**src/rtl/mpq_host_if.sv**
```systemverilog
// mpq_host_if: loader (ld_*, start), readback (rd_*), run status and engine (data/cmd/busy/RAM_*/done) signals of mpq_host
interface mpq_host_if;
  logic       ld_valid;
  logic       ld_sel;
  logic [7:0] ld_data;
  logic [2:0] ld_cmd;
  logic [7:0] ld_index;
  logic [7:0] ld_value;
  logic       ld_ready;
  logic       start;
  logic [3:0] rd_addr;
  logic [7:0] rd_data;
  logic       run_done;
  logic [4:0] result_count;
  logic       err_overflow;
  logic       err_addr;
  logic       err_timeout;
  logic       mpq_rst;
  logic       data_valid;
  logic [7:0] data;
  logic       cmd_valid;
  logic [2:0] cmd;
  logic [7:0] index;
  logic [7:0] value;
  logic       busy;
  logic       RAM_valid;
  logic [7:0] RAM_A;
  logic [7:0] RAM_D;
  logic       done;
  modport slave (
    input  ld_valid, ld_sel, ld_data, ld_cmd, ld_index, ld_value, start, rd_addr,
           busy, RAM_valid, RAM_A, RAM_D, done,
    output ld_ready, rd_data, run_done, result_count, err_overflow, err_addr, err_timeout,
           mpq_rst, data_valid, data, cmd_valid, cmd, index, value
  );
  modport master (
    output ld_valid, ld_sel, ld_data, ld_cmd, ld_index, ld_value, start, rd_addr,
           busy, RAM_valid, RAM_A, RAM_D, done,
    input  ld_ready, rd_data, run_done, result_count, err_overflow, err_addr, err_timeout,
           mpq_rst, data_valid, data, cmd_valid, cmd, index, value
  );
endinterface

```
**src/rtl/mpq_host.sv**
```systemverilog
// mpq_host: buffers a data set and command FIFO, resets/feeds/commands the priority-queue engine and captures its write-back; ports clk, rst, bus (mpq_host_if.slave)
module mpq_host #(
  parameter int DATA_LEN  = 12,
  parameter int CMD_DEPTH = 8,
  parameter int RAM_DEPTH = 16
) (
  input logic       clk,
  input logic       rst,
  mpq_host_if.slave bus
);
  localparam int DW = $clog2(DATA_LEN + 1);
  localparam int AW = $clog2(CMD_DEPTH);
  localparam int MW = $clog2(RAM_DEPTH);
  typedef enum logic [2:0] {IDLE, RST_ENG, SEND, WAIT_CMD, ISSUE, GAP, COLLECT, DONE} state_t;
  state_t state_q, state_d;
  logic [7:0] dbuf_q [DATA_LEN];
  logic [18:0] fifo_q [CMD_DEPTH];
  logic [7:0] mem_q [RAM_DEPTH];
  logic [DW-1:0] dcnt_q, idx_q, idx_d;
  logic [AW:0] wp_q, rp_q;
  logic [7:0] wd_q, data_q, index_q, value_q, rd_data_q;
  logic [4:0] cnt_q;
  logic [2:0] cmd_q;
  logic [18:0] head;
  logic ld_ready_q, mpq_rst_q, dv_q, cv_q, run_done_q, ovf_q, addr_q, tmo_q;
  logic empty, full, dfull, go, ld_d, ld_c, wr, ram_ok, wd_max, tmo;
  assign empty = wp_q == rp_q;
  assign full = (wp_q ^ rp_q) == {1'b1, {AW{1'b0}}};
  assign head = fifo_q[rp_q[AW-1:0]];
  assign dfull = dcnt_q == DW'(DATA_LEN);
  assign go = state_q == IDLE && bus.start && dfull;
  assign ld_d = state_q == IDLE && bus.ld_valid && !bus.ld_sel;
  assign ld_c = state_q == IDLE && bus.ld_valid && bus.ld_sel;
  assign wr = state_q == COLLECT && bus.RAM_valid;
  assign ram_ok = bus.RAM_A < 8'(RAM_DEPTH);
  assign wd_max = &wd_q;
  assign tmo = wd_max && (state_q == WAIT_CMD ? bus.busy : state_q == COLLECT && !bus.done);
  assign idx_d = state_q == SEND ? idx_q + 1'b1 : '0;
  always_comb begin
    state_d = state_q;
    case (state_q)
      IDLE:     state_d = go ? RST_ENG : IDLE;
      RST_ENG:  state_d = SEND;
      SEND:     state_d = idx_q == DW'(DATA_LEN - 1) ? WAIT_CMD : SEND;
      WAIT_CMD: state_d = !bus.busy ? (empty ? DONE : ISSUE) : (wd_max ? DONE : WAIT_CMD);
      ISSUE:    state_d = cmd_q == 3'd4 ? COLLECT : GAP;
      GAP:      state_d = WAIT_CMD;
      COLLECT:  state_d = bus.done || wd_max ? DONE : COLLECT;
      default:  state_d = IDLE;
    endcase
  end
  // Outputs are registered from the next state so they line up with the state they belong to.
  always_ff @(posedge clk or posedge rst) begin
    if (rst) begin
      state_q    <= IDLE;
      dcnt_q     <= '0;
      idx_q      <= '0;
      wp_q       <= '0;
      rp_q       <= '0;
      wd_q       <= '0;
      cnt_q      <= '0;
      ovf_q      <= 1'b0;
      addr_q     <= 1'b0;
      tmo_q      <= 1'b0;
      ld_ready_q <= 1'b1;
      mpq_rst_q  <= 1'b0;
      dv_q       <= 1'b0;
      data_q     <= '0;
      cv_q       <= 1'b0;
      cmd_q      <= 3'b111;
      index_q    <= '0;
      value_q    <= '0;
      run_done_q <= 1'b0;
    end else begin
      state_q    <= state_d;
      dcnt_q     <= state_q == DONE ? '0 : dcnt_q + DW'(ld_d && !dfull);
      idx_q      <= idx_d;
      wp_q       <= state_q == DONE ? '0 : wp_q + (AW+1)'(ld_c && !full);
      rp_q       <= state_q == DONE ? '0 : rp_q + (AW+1)'(state_q == ISSUE);
      wd_q       <= state_d == state_q && (state_q == WAIT_CMD || state_q == COLLECT) ? wd_q + 8'd1 : '0;
      cnt_q      <= go ? '0 : cnt_q + 5'(wr && ram_ok && !(&cnt_q));
      ovf_q      <= !go && (ovf_q || (ld_d && dfull) || (ld_c && full));
      addr_q     <= !go && (addr_q || (wr && !ram_ok));
      tmo_q      <= !go && (tmo_q || tmo);
      ld_ready_q <= state_d == IDLE;
      mpq_rst_q  <= state_d == RST_ENG;
      dv_q       <= state_d == SEND;
      data_q     <= state_d == SEND ? dbuf_q[idx_d] : '0;
      cv_q       <= state_d == ISSUE;
      cmd_q      <= state_d == ISSUE ? head[18:16] : 3'b111;
      index_q    <= state_d == ISSUE ? head[15:8] : '0;
      value_q    <= state_d == ISSUE ? head[7:0] : '0;
      run_done_q <= state_d == DONE;
    end
  end
  always_ff @(posedge clk) begin
    if (ld_d && !dfull) dbuf_q[dcnt_q] <= bus.ld_data;
    if (ld_c && !full) fifo_q[wp_q[AW-1:0]] <= {bus.ld_cmd, bus.ld_index, bus.ld_value};
  end
  always_ff @(posedge clk or posedge rst) begin
    if (rst) begin
      for (int i = 0; i < RAM_DEPTH; i++) mem_q[i] <= '0;
      rd_data_q <= '0;
    end else begin
      if (wr && ram_ok) mem_q[bus.RAM_A[MW-1:0]] <= bus.RAM_D;
      rd_data_q <= mem_q[bus.rd_addr];
    end
  end
  assign bus.ld_ready     = ld_ready_q;
  assign bus.rd_data      = rd_data_q;
  assign bus.run_done     = run_done_q;
  assign bus.result_count = cnt_q;
  assign bus.err_overflow = ovf_q;
  assign bus.err_addr     = addr_q;
  assign bus.err_timeout  = tmo_q;
  assign bus.mpq_rst      = mpq_rst_q;
  assign bus.data_valid   = dv_q;
  assign bus.data         = data_q;
  assign bus.cmd_valid    = cv_q;
  assign bus.cmd          = cmd_q;
  assign bus.index        = index_q;
  assign bus.value        = value_q;
endmodule

```
**src/flat_wrapper.sv**
```systemverilog
// flat-port wrapper written by rule: the top's interface ports become plain ports
module mpq_host_flat 
#(
  parameter int DATA_LEN  = 12,
  parameter int CMD_DEPTH = 8,
  parameter int RAM_DEPTH = 16
)
  (clk, rst, bus_ld_valid, bus_ld_sel, bus_ld_data, bus_ld_cmd, bus_ld_index, bus_ld_value, bus_start, bus_rd_addr, bus_busy, bus_RAM_valid, bus_RAM_A, bus_RAM_D, bus_done, bus_ld_ready, bus_rd_data, bus_run_done, bus_result_count, bus_err_overflow, bus_err_addr, bus_err_timeout, bus_mpq_rst, bus_data_valid, bus_data, bus_cmd_valid, bus_cmd, bus_index, bus_value);
  mpq_host_if bus_i ();
  input logic clk;
  input logic rst;
  input wire logic [$bits(bus_i.ld_valid)-1:0] bus_ld_valid;
  input wire logic [$bits(bus_i.ld_sel)-1:0] bus_ld_sel;
  input wire logic [$bits(bus_i.ld_data)-1:0] bus_ld_data;
  input wire logic [$bits(bus_i.ld_cmd)-1:0] bus_ld_cmd;
  input wire logic [$bits(bus_i.ld_index)-1:0] bus_ld_index;
  input wire logic [$bits(bus_i.ld_value)-1:0] bus_ld_value;
  input wire logic [$bits(bus_i.start)-1:0] bus_start;
  input wire logic [$bits(bus_i.rd_addr)-1:0] bus_rd_addr;
  input wire logic [$bits(bus_i.busy)-1:0] bus_busy;
  input wire logic [$bits(bus_i.RAM_valid)-1:0] bus_RAM_valid;
  input wire logic [$bits(bus_i.RAM_A)-1:0] bus_RAM_A;
  input wire logic [$bits(bus_i.RAM_D)-1:0] bus_RAM_D;
  input wire logic [$bits(bus_i.done)-1:0] bus_done;
  output wire logic [$bits(bus_i.ld_ready)-1:0] bus_ld_ready;
  output wire logic [$bits(bus_i.rd_data)-1:0] bus_rd_data;
  output wire logic [$bits(bus_i.run_done)-1:0] bus_run_done;
  output wire logic [$bits(bus_i.result_count)-1:0] bus_result_count;
  output wire logic [$bits(bus_i.err_overflow)-1:0] bus_err_overflow;
  output wire logic [$bits(bus_i.err_addr)-1:0] bus_err_addr;
  output wire logic [$bits(bus_i.err_timeout)-1:0] bus_err_timeout;
  output wire logic [$bits(bus_i.mpq_rst)-1:0] bus_mpq_rst;
  output wire logic [$bits(bus_i.data_valid)-1:0] bus_data_valid;
  output wire logic [$bits(bus_i.data)-1:0] bus_data;
  output wire logic [$bits(bus_i.cmd_valid)-1:0] bus_cmd_valid;
  output wire logic [$bits(bus_i.cmd)-1:0] bus_cmd;
  output wire logic [$bits(bus_i.index)-1:0] bus_index;
  output wire logic [$bits(bus_i.value)-1:0] bus_value;
  assign bus_i.ld_valid = bus_ld_valid;
  assign bus_i.ld_sel = bus_ld_sel;
  assign bus_i.ld_data = bus_ld_data;
  assign bus_i.ld_cmd = bus_ld_cmd;
  assign bus_i.ld_index = bus_ld_index;
  assign bus_i.ld_value = bus_ld_value;
  assign bus_i.start = bus_start;
  assign bus_i.rd_addr = bus_rd_addr;
  assign bus_i.busy = bus_busy;
  assign bus_i.RAM_valid = bus_RAM_valid;
  assign bus_i.RAM_A = bus_RAM_A;
  assign bus_i.RAM_D = bus_RAM_D;
  assign bus_i.done = bus_done;
  assign bus_ld_ready = bus_i.ld_ready;
  assign bus_rd_data = bus_i.rd_data;
  assign bus_run_done = bus_i.run_done;
  assign bus_result_count = bus_i.result_count;
  assign bus_err_overflow = bus_i.err_overflow;
  assign bus_err_addr = bus_i.err_addr;
  assign bus_err_timeout = bus_i.err_timeout;
  assign bus_mpq_rst = bus_i.mpq_rst;
  assign bus_data_valid = bus_i.data_valid;
  assign bus_data = bus_i.data;
  assign bus_cmd_valid = bus_i.cmd_valid;
  assign bus_cmd = bus_i.cmd;
  assign bus_index = bus_i.index;
  assign bus_value = bus_i.value;
  mpq_host #(.DATA_LEN(DATA_LEN), .CMD_DEPTH(CMD_DEPTH), .RAM_DEPTH(RAM_DEPTH)) u_core (.clk(clk), .rst(rst), .bus(bus_i));
endmodule
```
**config.mk**
```make
export PLATFORM = sky130hd
export DESIGN_NAME = mpq_host_flat
export DESIGN_NICKNAME = d
export VERILOG_FILES = /design/src/rtl/mpq_host_if.sv /design/src/rtl/mpq_host.sv /design/src/flat_wrapper.sv
export SDC_FILE = /design/constraint.sdc
export NUM_CORES = 1
export LEC_CHECK = 0
export BUFFER_PORTS_ARGS = -buffer_cell sky130_fd_sc_hd__buf_2
export CAP_MARGIN = 20
export CORE_MARGIN = 2
export CORE_UTILIZATION = 40
export CTS_BUF_LIST = sky130_fd_sc_hd__clkbuf_2
export DETAILED_ROUTE_END_ITERATION = 8
export SYNTH_ARGS = -nofsm -noshare
export SYNTH_HDL_FRONTEND = slang
export SYNTH_SLANG_ARGS = --single-unit
```
**constraint.sdc**
```tcl
create_clock -name clk -period 13.5 [get_ports clk]
set_clock_uncertainty 0.05 [all_clocks]
set_input_delay 2.7 -clock clk [delete_from_list [all_inputs] [get_ports clk]]
set_output_delay 2.7 -clock clk [all_outputs]
set_load 0.01 [all_outputs]
```
After elaboration in Yosys (flattened, before gate mapping)
Memories as Yosys holds them, arrays and structs flattened.
Cells that the tools add are included.
W data, S select, Z words.
{"block": "totals", "ff_bits": 203, "mem_bits_rw": 248, "input_bits": 55, "output_inout_bits": 48, "wordCells": 134, "mem_count": 2}
{"block": "classes", "n_addsub": 6, "magnitude_cmp": 4, "n_eq_ne": 17, "n_mux": 29, "n_bitwise": 3, "reduce_logical": 37}
{"memory": "u_core.fifo_q", "depth": 8, "width": 19, "read_ports": 1, "rd_ports_with_merged_regs": 0, "write_ports": 1, "line": "mpq_host.sv:17", "source": "logic [18:0] fifo_q [CMD_DEPTH];"}
{"memory": "u_core.dbuf_q", "depth": 12, "width": 8, "read_ports": 1, "rd_ports_with_merged_regs": 0, "write_ports": 1, "line": "mpq_host.sv:16", "source": "logic [7:0] dbuf_q [DATA_LEN];"}
{"operator": "$bwmux W128", "count": 1}
{"operator": "$mux W8", "count": 7}
{"operator": "$bmux W8 S4", "count": 1}
{"operator": "$demux W8 S4", "count": 1}
{"operator": "$eq A3 B3 Y1 const B", "count": 7}
{"operator": "$pmux W3 S7", "count": 1}
{"operator": "$logic_and A1 B1 Y1", "count": 20}
{"operator": "$mux W4", "count": 4}
{"operator": "$add A4 B1 Y4", "count": 3}
{"operator": "$eq A4 B4 Y1 const B", "count": 3}
{"operator": "$ge A5 B5 Y1 const B", "count": 2}
{"operator": "$not A4 Y5", "count": 2}
{"operator": "$eq A3 B2 Y1 const B", "count": 3}
{"operator": "$mux W3", "count": 3}
{"operator": "$add A8 B1 Y8 const B", "count": 1}
{"operator": "$lt A8 B5 Y1 const B", "count": 1}
{"operator": "$mux W1", "count": 8}
{"operator": "$reduce_and A8 Y1", "count": 1}
{"operator": "$logic_not A1 Y1", "count": 7}
{"operator": "$eq A3 B1 Y1 const B", "count": 2}
{"operator": "$logic_not A3 Y1", "count": 2}
{"operator": "$logic_or A1 B1 Y1", "count": 6}
{"operator": "$add A5 B1 Y5", "count": 1}
{"operator": "$lt A5 B1 Y1 const B", "count": 1}
{"operator": "7 further kinds", "count": 8}

Longest topological paths before layout
Gate-level depths: netlist of run 1.
{"block": "logic_depth", "ltp_word": 8, "ltp_mapped": 8}

Least setup slack after synthesis of run 1
No wires, ideal clock.
{"block": "synth_path", "kind": "input -> register", "from": "in bus_ld_valid", "to": "mem u_core.fifo_q[0][0], enable pin", "t_arrival_ns": 4.941, "t_required_ns": 13.027, "path_slack_ns": 8.085, "path_stages": 4, "path_cell_list": "nor4b_1 -> and3_1 -> nor2b_1 -> nor3b_1"}
{"block": "synth_via", "elab_chain_len": 5}
{"element": "from (decl)", "line": "flat_wrapper.sv:12", "source": "input wire logic [$bits(bus_i.ld_valid)-1:0] bus_ld_valid;"}
{"element": "$logic_and A1 B1 Y1 (2 in series)", "line": "mpq_host.sv:33", "source": "assign ld_c = state_q == IDLE && bus.ld_valid && bus.ld_sel;"}
{"element": "$logic_and A1 B1 Y1", "line": "mpq_host.sv:98", "source": "if (ld_c && !full) fifo_q[wp_q[AW-1:0]] <= {bus.ld_cmd, bus.ld_index, bus.ld_value};"}
{"element": "$mux W1", "line": "mpq_host.sv:98"}
{"element": "$mux W1 (implied by the code)", "line": "mpq_host.sv:98"}
{"element": "to (decl)", "line": "mpq_host.sv:17"}
Every way passes these cells.

Worst setup path in the final report of run 1
{"block": "layout_path", "from": "reg u_core.cmd_q[2], in the netlist u_core.bus.cmd[2]", "to": "out bus_cmd[2]"}
{"element": "from (decl)", "line": "mpq_host.sv:23", "source": "logic [2:0] cmd_q;"}
{"element": "from (signal assigned)", "line": "mpq_host.sv:90", "source": "cmd_q <= state_d == ISSUE ? head[18:16] : 3'b111;"}
{"element": "to (decl)", "line": "flat_wrapper.sv:36", "source": "output wire logic [$bits(bus_i.cmd)-1:0] bus_cmd;"}
No word-level cell between the ends.

==> out/qor.csv, run 1 <==
stage;metric;value;unit
drt;total wire length;39000;um
worst_setup_path;Critical Path Max Stage Delay;0.60;ns
global_routing;vias in the first global route;10700;
place;DPL Wire Length;23600;um
min_path;hold path start;u_core.mem_q[47]$_DFFE_PP0P_;
clocking;H-tree depth;3;
timing;min Tclk post-route;4.53;ns
clocking;Hold-fix buffers, CTS;0;
yosys;Cells after Synth;1074;
drt;drc violations;0;
yosys;Main synth FF type;edfxtp_1;
yosys;Yosys cell types;62;
worst_setup_path;Worst EP arrival;1.78;ns
layout;Post-Layout Cell Count;1944;
drt;Via density;5.17;
power_and_ir_drop;pwr dens;152;nW/um^2
worst_setup_path;R2R Setup Slk;9.97;ns
floorplanning;die width;219;um
timing;total negative setup slack;0;ns
yosys;cell with the most instances after synthesis;edfxtp_1;
worst_setup_path;Reg-to-Reg Start;u_core.idx_q[0]$_DFF_PP0_;
yosys;most frequent cells after synthesis;248 x edfxtp_1, 199 x dfrtp_1, 124 x mux2_2, 81 x mux4_2, 58 x nor2_1;
worst_setup_path;WP data required;10.75;ns
min_path;worst min path class;flip-flop to flip-flop;
place;dpl ws;8.32;ns
yosys;sequential share of the synthesized area;67.8;%
floorplanning;Core ar.;45500;um^2
timing;Fmax achieved;0.221;GHz
place;IO Port Bufs;102;
place;RD Place Congestion;0.749;
layout;nets;1321;
floorplanning;boundary pin count;103;
timing;Worst Tran Pin Value;1.04;ns
clocking;Clock Latency Late Sink;1.03;ns
timing;RSZ-0062 raised after global routing;false;
yosys;Area contributors post-synth;edfxtp_1 40%, dfrtp_1 27%, mux4_2 9.9%;
drt;DR pass1 iterations;5;
clocking;TritonCTS clock tree;yes;
worst_setup_path;Crit-path slowest cell;dfstp_2;
yosys;post-synth top area share;40.3;%
floorplanning;DIE HEIGHT;219;um
yosys;Synth warnings;0;
floorplanning;initial core utilization;40.6;%
power_and_ir_drop;leakage dissipation;8.55;nW
yosys;syn_nets;1139;
power_and_ir_drop;Final Power;3.16;mW
global_routing;Congestion Overflow GR;0;
timing;Final Hold Vio Count;0;
layout;share of layout cells above drive strength 1;41.3;%
worst_setup_path;critical path type;flip-flop to primary output;
worst_setup_path;crit-path cells;buf_2;
worst_setup_path;critical path depth in cells;1;
worst_setup_path;cells on worst reg2reg path;7;
clocking;postcts setup bufs;0;
yosys;Synth Area per Inst;17.2;um^2
worst_setup_path;crit-path leading delay family;flip-flops;
run_status;status;finished clean;
worst_setup_path;Critical Path End Type;primary output;
clocking;Resized cells post-CTS;0;
flow_run;Max-Cap Viols;0;
drt;DR iter-0 viols;641;
yosys;ys async rst share;45.0;%
timing;crit share post-route;33.5;%
clocking;CTS root buf;clkbuf_2;
drt;via count;10100;
min_path;hold endpoint;u_core.mem_q[47]$_DFFE_PP0P_;
min_path;Min-Delay Path Depth;1;
layout;P&R area growth vs syn;12.7;%
layout;Sequential cell area;12500;um^2
power_and_ir_drop;Max VDD drop;83.6;uV
clocking;clk buf depth;3;
floorplanning;full die area;47900;um^2
worst_setup_path;RR Endpoint;u_core.bus.data[7]$_DFF_PP0_;
timing;Final Slew Violations;0;
yosys;post-synth top area cell;edfxtp_1;
global_routing;first-pass GRT wire length;61600;um
clocking;Clock Sinks;451;
yosys;Post-synth EDFFs;248;
worst_setup_path;CP Launch Type;flip-flop;
clocking;Num CTS Buffers;113;
drt;Antenna Nets Post-Route;0;
timing;Relative slew margins;30.7;%
clocking;Clk pin slew, worst setup/hold paths;0.11;ns
global_routing;gr usage total;16.9;%
global_routing;largest net degree at the start of global routing;123;
floorplanning;# rows;78;
timing;fin worst setup slack;8.97;ns
drt;drt wl/cell;20.1;um
timing;Final Setup Violations;0;
global_routing;antenna violations before repair;1;
yosys;synthesized cell area;18500;um^2
layout;Fillers;4064;
worst_setup_path;crit path max fanout;3;
worst_setup_path;CP Buf/Inv Count;1;
layout;area of the multi-input gates;5650;um^2
yosys;Synth Register Bits;451;
place;Placed Instances;1735;
==> worst register-to-register path: cells and delay by family, from the launching register on <==
kind	cells	cell delay (ns)
flops	1	0.35
simple gates	1	0.38
fa+ha+maj	1	0.66
compound gates	3	0.90
buf+inv	2	1.09
==> sequential cells by signal (all words and copies together), names as in the netlist, 3 cells and up <==
signal and flops:
u_core.dcnt_q 4, u_core.bus.rd_data 8, u_core.idx_q 4, u_core.bus.result_count 5, u_core.wd_q 8, u_core.fifo_q 152, u_core.bus.data 8, u_core.rp_q 4
u_core.bus.cmd 3, u_core.dbuf_q 96, u_core.wp_q 4, u_core.mem_q 128, u_core.bus.index 8, u_core.state_q 3, u_core.bus.value 8
==> where the power goes <==
part	leakage, nW	switching [mW]	internal, mW
Clock	0.803	0.541	0.388
Sequential	5.01	0.0692	1.52
Combinational	2.74	0.364	0.278
Total	8.55	0.974	2.18
==> routing by layer <==
metal | global-route usage, % | routed length (um) | up-vias | share of wire, %
met5 | 0 | 0 | - | 0
met4 | 6.64 | 755 | 0 | 1.9
met3 | 3.45 | 1720 | 55 | 4.4
met2 | 26.8 | 19000 | 229 | 49
met1 | 23.0 | 17600 | 5203 | 45
li1 | - | - | 4571 | -
==> final cells by class <==
type / instances / share of cell area, %
Timing Repair Buffer: 125 / 3.57
Inverter: 20 / 0.397
Clock buffer: 167 / 4.01
Sequential cell: 451 / 60.2
Antenna cell: 1 / 0.0120
Tap cell: 600 / 3.61
Clock inverter: 35 / 1.06
Multi-Input combinational cell: 545 / 27.1
==> through the flow <==
stage	hold slack [ns]	instance area, um^2	util (%)
5_1_grt	0.464	20800	45.8
4_1_cts	0.457	20700	45.6
3_5_place_dp	0.437	19700	43.2
6_report	0.455	20800	45.8
3_3_place_gp	0.432	19600	43.2
2_1_floorplan	0.424	18500	-
==> cells by family (layout without fill, tap and decap cells) <==
logic type               count (synthesis)  after routing  share of synthesized area [%]
AO/OA/AOI/OAI                           76             76                           2.99
XOR/XNOR                                22             22                           1.04
adder cells (fa/ha/maj)                 10             10                          0.677
buffers and inverters                   78            347                           1.81
flip-flops                             451            451                           67.8
multiplexers                           246            246                           19.9
other                                    0              1                              0
AND/OR/NAND/NOR                        191            191                           5.81
==> how the worst max path moves through the flow <==
stage	from	end	slack (ns)
after CTS	u_core.bus.cmd[2]$_DFF_PP1_	bus_cmd[2]	8.83
final	u_core.bus.cmd[2]$_DFF_PP1_	bus_cmd[2]	8.97
after global routing	u_core.bus.cmd[2]$_DFF_PP1_	bus_cmd[2]	8.83
after floorplan	rst	u_core.bus.cmd_valid$_DFF_PP0_	5.22
after detailed placement	bus_ld_valid	u_core.fifo_q[4][2]$_DFFE_PP_	8.32
after global placement	bus_ld_valid	u_core.fifo_q[4][1]$_DFFE_PP_	8.43
==> cells in the final DEF, fill, tap and decap left out, drive strengths merged, types with 8 or more instances in the layout <==
| cell | instances |
|---|---|
| o21bai | 8 |
| mux4 | 81 |
| xnor2 | 10 |
| clkbuf | 167 |
| ha | 10 |
| a21oi | 21 |
| clkinv | 32 |
| mux2 | 132 |
| nor2 | 60 |
| inv | 20 |
| and3 | 8 |
| dfrtp | 199 |
| xor2 | 12 |
| nand2 | 25 |
| nor2b | 22 |
| o221ai | 11 |
| a311oi | 8 |
| edfxtp | 248 |
| nor3 | 23 |
| nand3 | 14 |
| mux2i | 33 |
| buf | 125 |
(Power assumes the default switching activity.)
==> inputs of run 2 (changes only) <==
clock period = 4.6 ns   (was 13.5 ns; I/O delays follow)
==> run 2 against run 1 <==
Compared with the run above: worst setup slack got worse by 7.4 ns; via count grew 1.7%; register-to-register slack got worse by 8.4 ns; worst hold slack got worse by 0.31 ns; highest routed layer unchanged; critical path type is now flip-flop to flip-flop.
==> out/qor.csv, run 2 (synthesis results as in run 1) <==
stage;metric;value;unit
drt;DR pass1 iterations;5;
global_routing;vias in the first global route;10900;
worst_setup_path;WP data required;5.47;ns
clocking;Num CTS Buffers;119;
layout;commonest cells after routing, fill and taps aside;248 x edfxtp_1, 196 x dfrtp_1, 178 x clkbuf_2;
place;dpl ws;1.32;ns
global_routing;Congestion Overflow GR;0;
floorplanning;full die area;47900;um^2
worst_setup_path;cells on worst reg2reg path;5;
clocking;TritonCTS clock tree;yes;
clocking;Clk pin slew, worst setup/hold paths;0.13;ns
power_and_ir_drop;Max VDD drop;237;uV
worst_setup_path;CP Launch Type;flip-flop;
drt;Antenna Nets Post-Route;0;
min_path;hold endpoint;u_core.dbuf_q[9][5]$_DFFE_PP_;
clocking;Resized cells post-CTS;0;
drt;drc violations;0;
floorplanning;die width;219;um
power_and_ir_drop;pwr dens;445;nW/um^2
layout;commonest non-fill, non-tap cell in the layout;edfxtp_1;
timing;Relative slew margins;34.8;%
clocking;Clock Sinks;451;
drt;via count;10200;
clocking;Clock Latency Late Sink;1.06;ns
drt;Via density;5.15;
timing;min Tclk post-route;3.04;ns
layout;max reg flops;152;
global_routing;largest net degree at the start of global routing;116;
timing;Worst Tran Pin Value;0.975;ns
layout;P&R area growth vs syn;14.0;%
floorplanning;DIE HEIGHT;219;um
global_routing;antenna violations before repair;3;
worst_setup_path;Critical Path End Type;flip-flop;
flow_run;Max-Cap Viols;0;
worst_setup_path;RR Endpoint;u_core.bus.data[3]$_DFF_PP0_;
clocking;Hold-fix buffers, CTS;18;
worst_setup_path;crit-path cells;or3b_2 > nor2_2 > o221ai_1 > o21bai_1 > a311oi_1;
drt;total wire length;38900;um
min_path;worst min path class;input pin to flip-flop;
run_status;status;finished clean;
drt;DR iter-0 viols;626;
clocking;H-tree depth;3;
layout;final instance area;21100;um^2
floorplanning;boundary pin count;103;
worst_setup_path;Crit-path slowest cell;or3b_2;
floorplanning;Core ar.;45500;um^2
min_path;hold path start;bus_ld_data[5];
layout;Post-Layout Cell Count;1988;
place;Placed Instances;1743;
timing;fin worst setup slack;1.56;ns
timing;total negative setup slack;0;ns
global_routing;first-pass GRT wire length;61800;um
timing;Final Hold Vio Count;0;
power_and_ir_drop;leakage dissipation;8.67;nW
timing;minimum hold slack;0.150;ns
worst_setup_path;critical path type;flip-flop to flip-flop;
timing;Final Setup Violations;0;
min_path;Min-Delay Path Depth;1;
floorplanning;initial core utilization;40.6;%
worst_setup_path;R2R Setup Slk;1.56;ns
place;DP Area;19700;um^2
worst_setup_path;crit path max fanout;19;
place;IO Port Bufs;102;
floorplanning;# rows;78;
clocking;clk buf depth;3;
worst_setup_path;Worst EP arrival;3.90;ns
drt;drt wl/cell;19.6;um
layout;share of layout cells above drive strength 1;41.1;%
worst_setup_path;Critical Path Max Stage Delay;0.71;ns
place;RD Place Congestion;0.766;
clocking;postcts setup bufs;0;
timing;Fmax achieved;0.329;GHz
timing;Final Slew Violations;0;
worst_setup_path;Reg-to-Reg Start;u_core.state_q[1]$_DFF_PP0_;
layout;nets;1347;
clocking;CTS root buf;clkbuf_2;
timing;RSZ-0062 raised after global routing;false;
place;DPL Wire Length;24000;um
timing;crit share post-route;66.0;%
global_routing;gr usage total;16.8;%
==> run 2: cell types whose count changed in the layout (fill, tap and decap cells not counted), moves of 3 or more <==
cell	delta
dlygate4sd3_1	+18
clkbuf_2	+11
clkinv_1	+9
buf_4	+6
clkinvlp_4	+4
buf_8	-3
==> run 2: power by group <==
group          switching, mW  internal, mW
clock                   1.65          1.16
combinational           1.12         0.826
sequential             0.149          4.46
total                   2.92          6.45
==> run 2: layer usage <==
| layer | part of all wire [%] | global-route usage, % |
|---|---|---|
| met1 | 45 | 23.0 |
| met2 | 48 | 26.2 |
| met3 | 4.7 | 3.65 |
| met5 | 0 | 0 |
| met4 | 2.3 | 6.78 |
==> run 2: area by class of cell <==
class	instances	area, um^2
flip-flops and latches	451	12500
diodes	2	5.00
well taps	600	751
multi-input cells	545	5640
clock inverters	47	258
inverters	20	78.8
clock buffers	178	891
fillers	4092	24400
repair buffers	145	903
==> run 2: how the worst max path moves through the flow <==
stage	from	to	slack, ns	cells past startpoint
6_report	u_core.state_q[1]$_DFF_PP0_	u_core.bus.data[3]$_DFF_PP0_	1.56	5
5_1_grt	u_core.state_q[1]$_DFF_PP0_	u_core.bus.data[0]$_DFF_PP0_	1.29	5
3_5_place_dp	bus_RAM_A[6]	u_core.mem_q[8]$_DFFE_PP0P_	1.32	6
4_1_cts	u_core.state_q[1]$_DFF_PP0_	u_core.bus.data[3]$_DFF_PP0_	1.55	5
2_1_floorplan	bus_ld_valid	u_core.fifo_q[0][0]$_DFFE_PP_	0.97	4
3_3_place_gp	bus_RAM_A[6]	u_core.mem_q[15]$_DFFE_PP0P_	1.39	6
==> run 2: worst max-delay path, delay by kind of cell, from the launching register on <==
kind	cells	cell delay, ns
AO/OA/AOI/OAI	3	0.78
flip-flops	1	0.70
AND/OR/NAND/NOR	2	1.40
==> run 2: metrics by stage <==
stage,utilization [%],power (mW)
global route,46.3,9.95
floorplan,-,6.05
global placement,43.4,6.65
finish,46.3,9.37
detailed placement,43.4,6.65
CTS,46.3,9.54
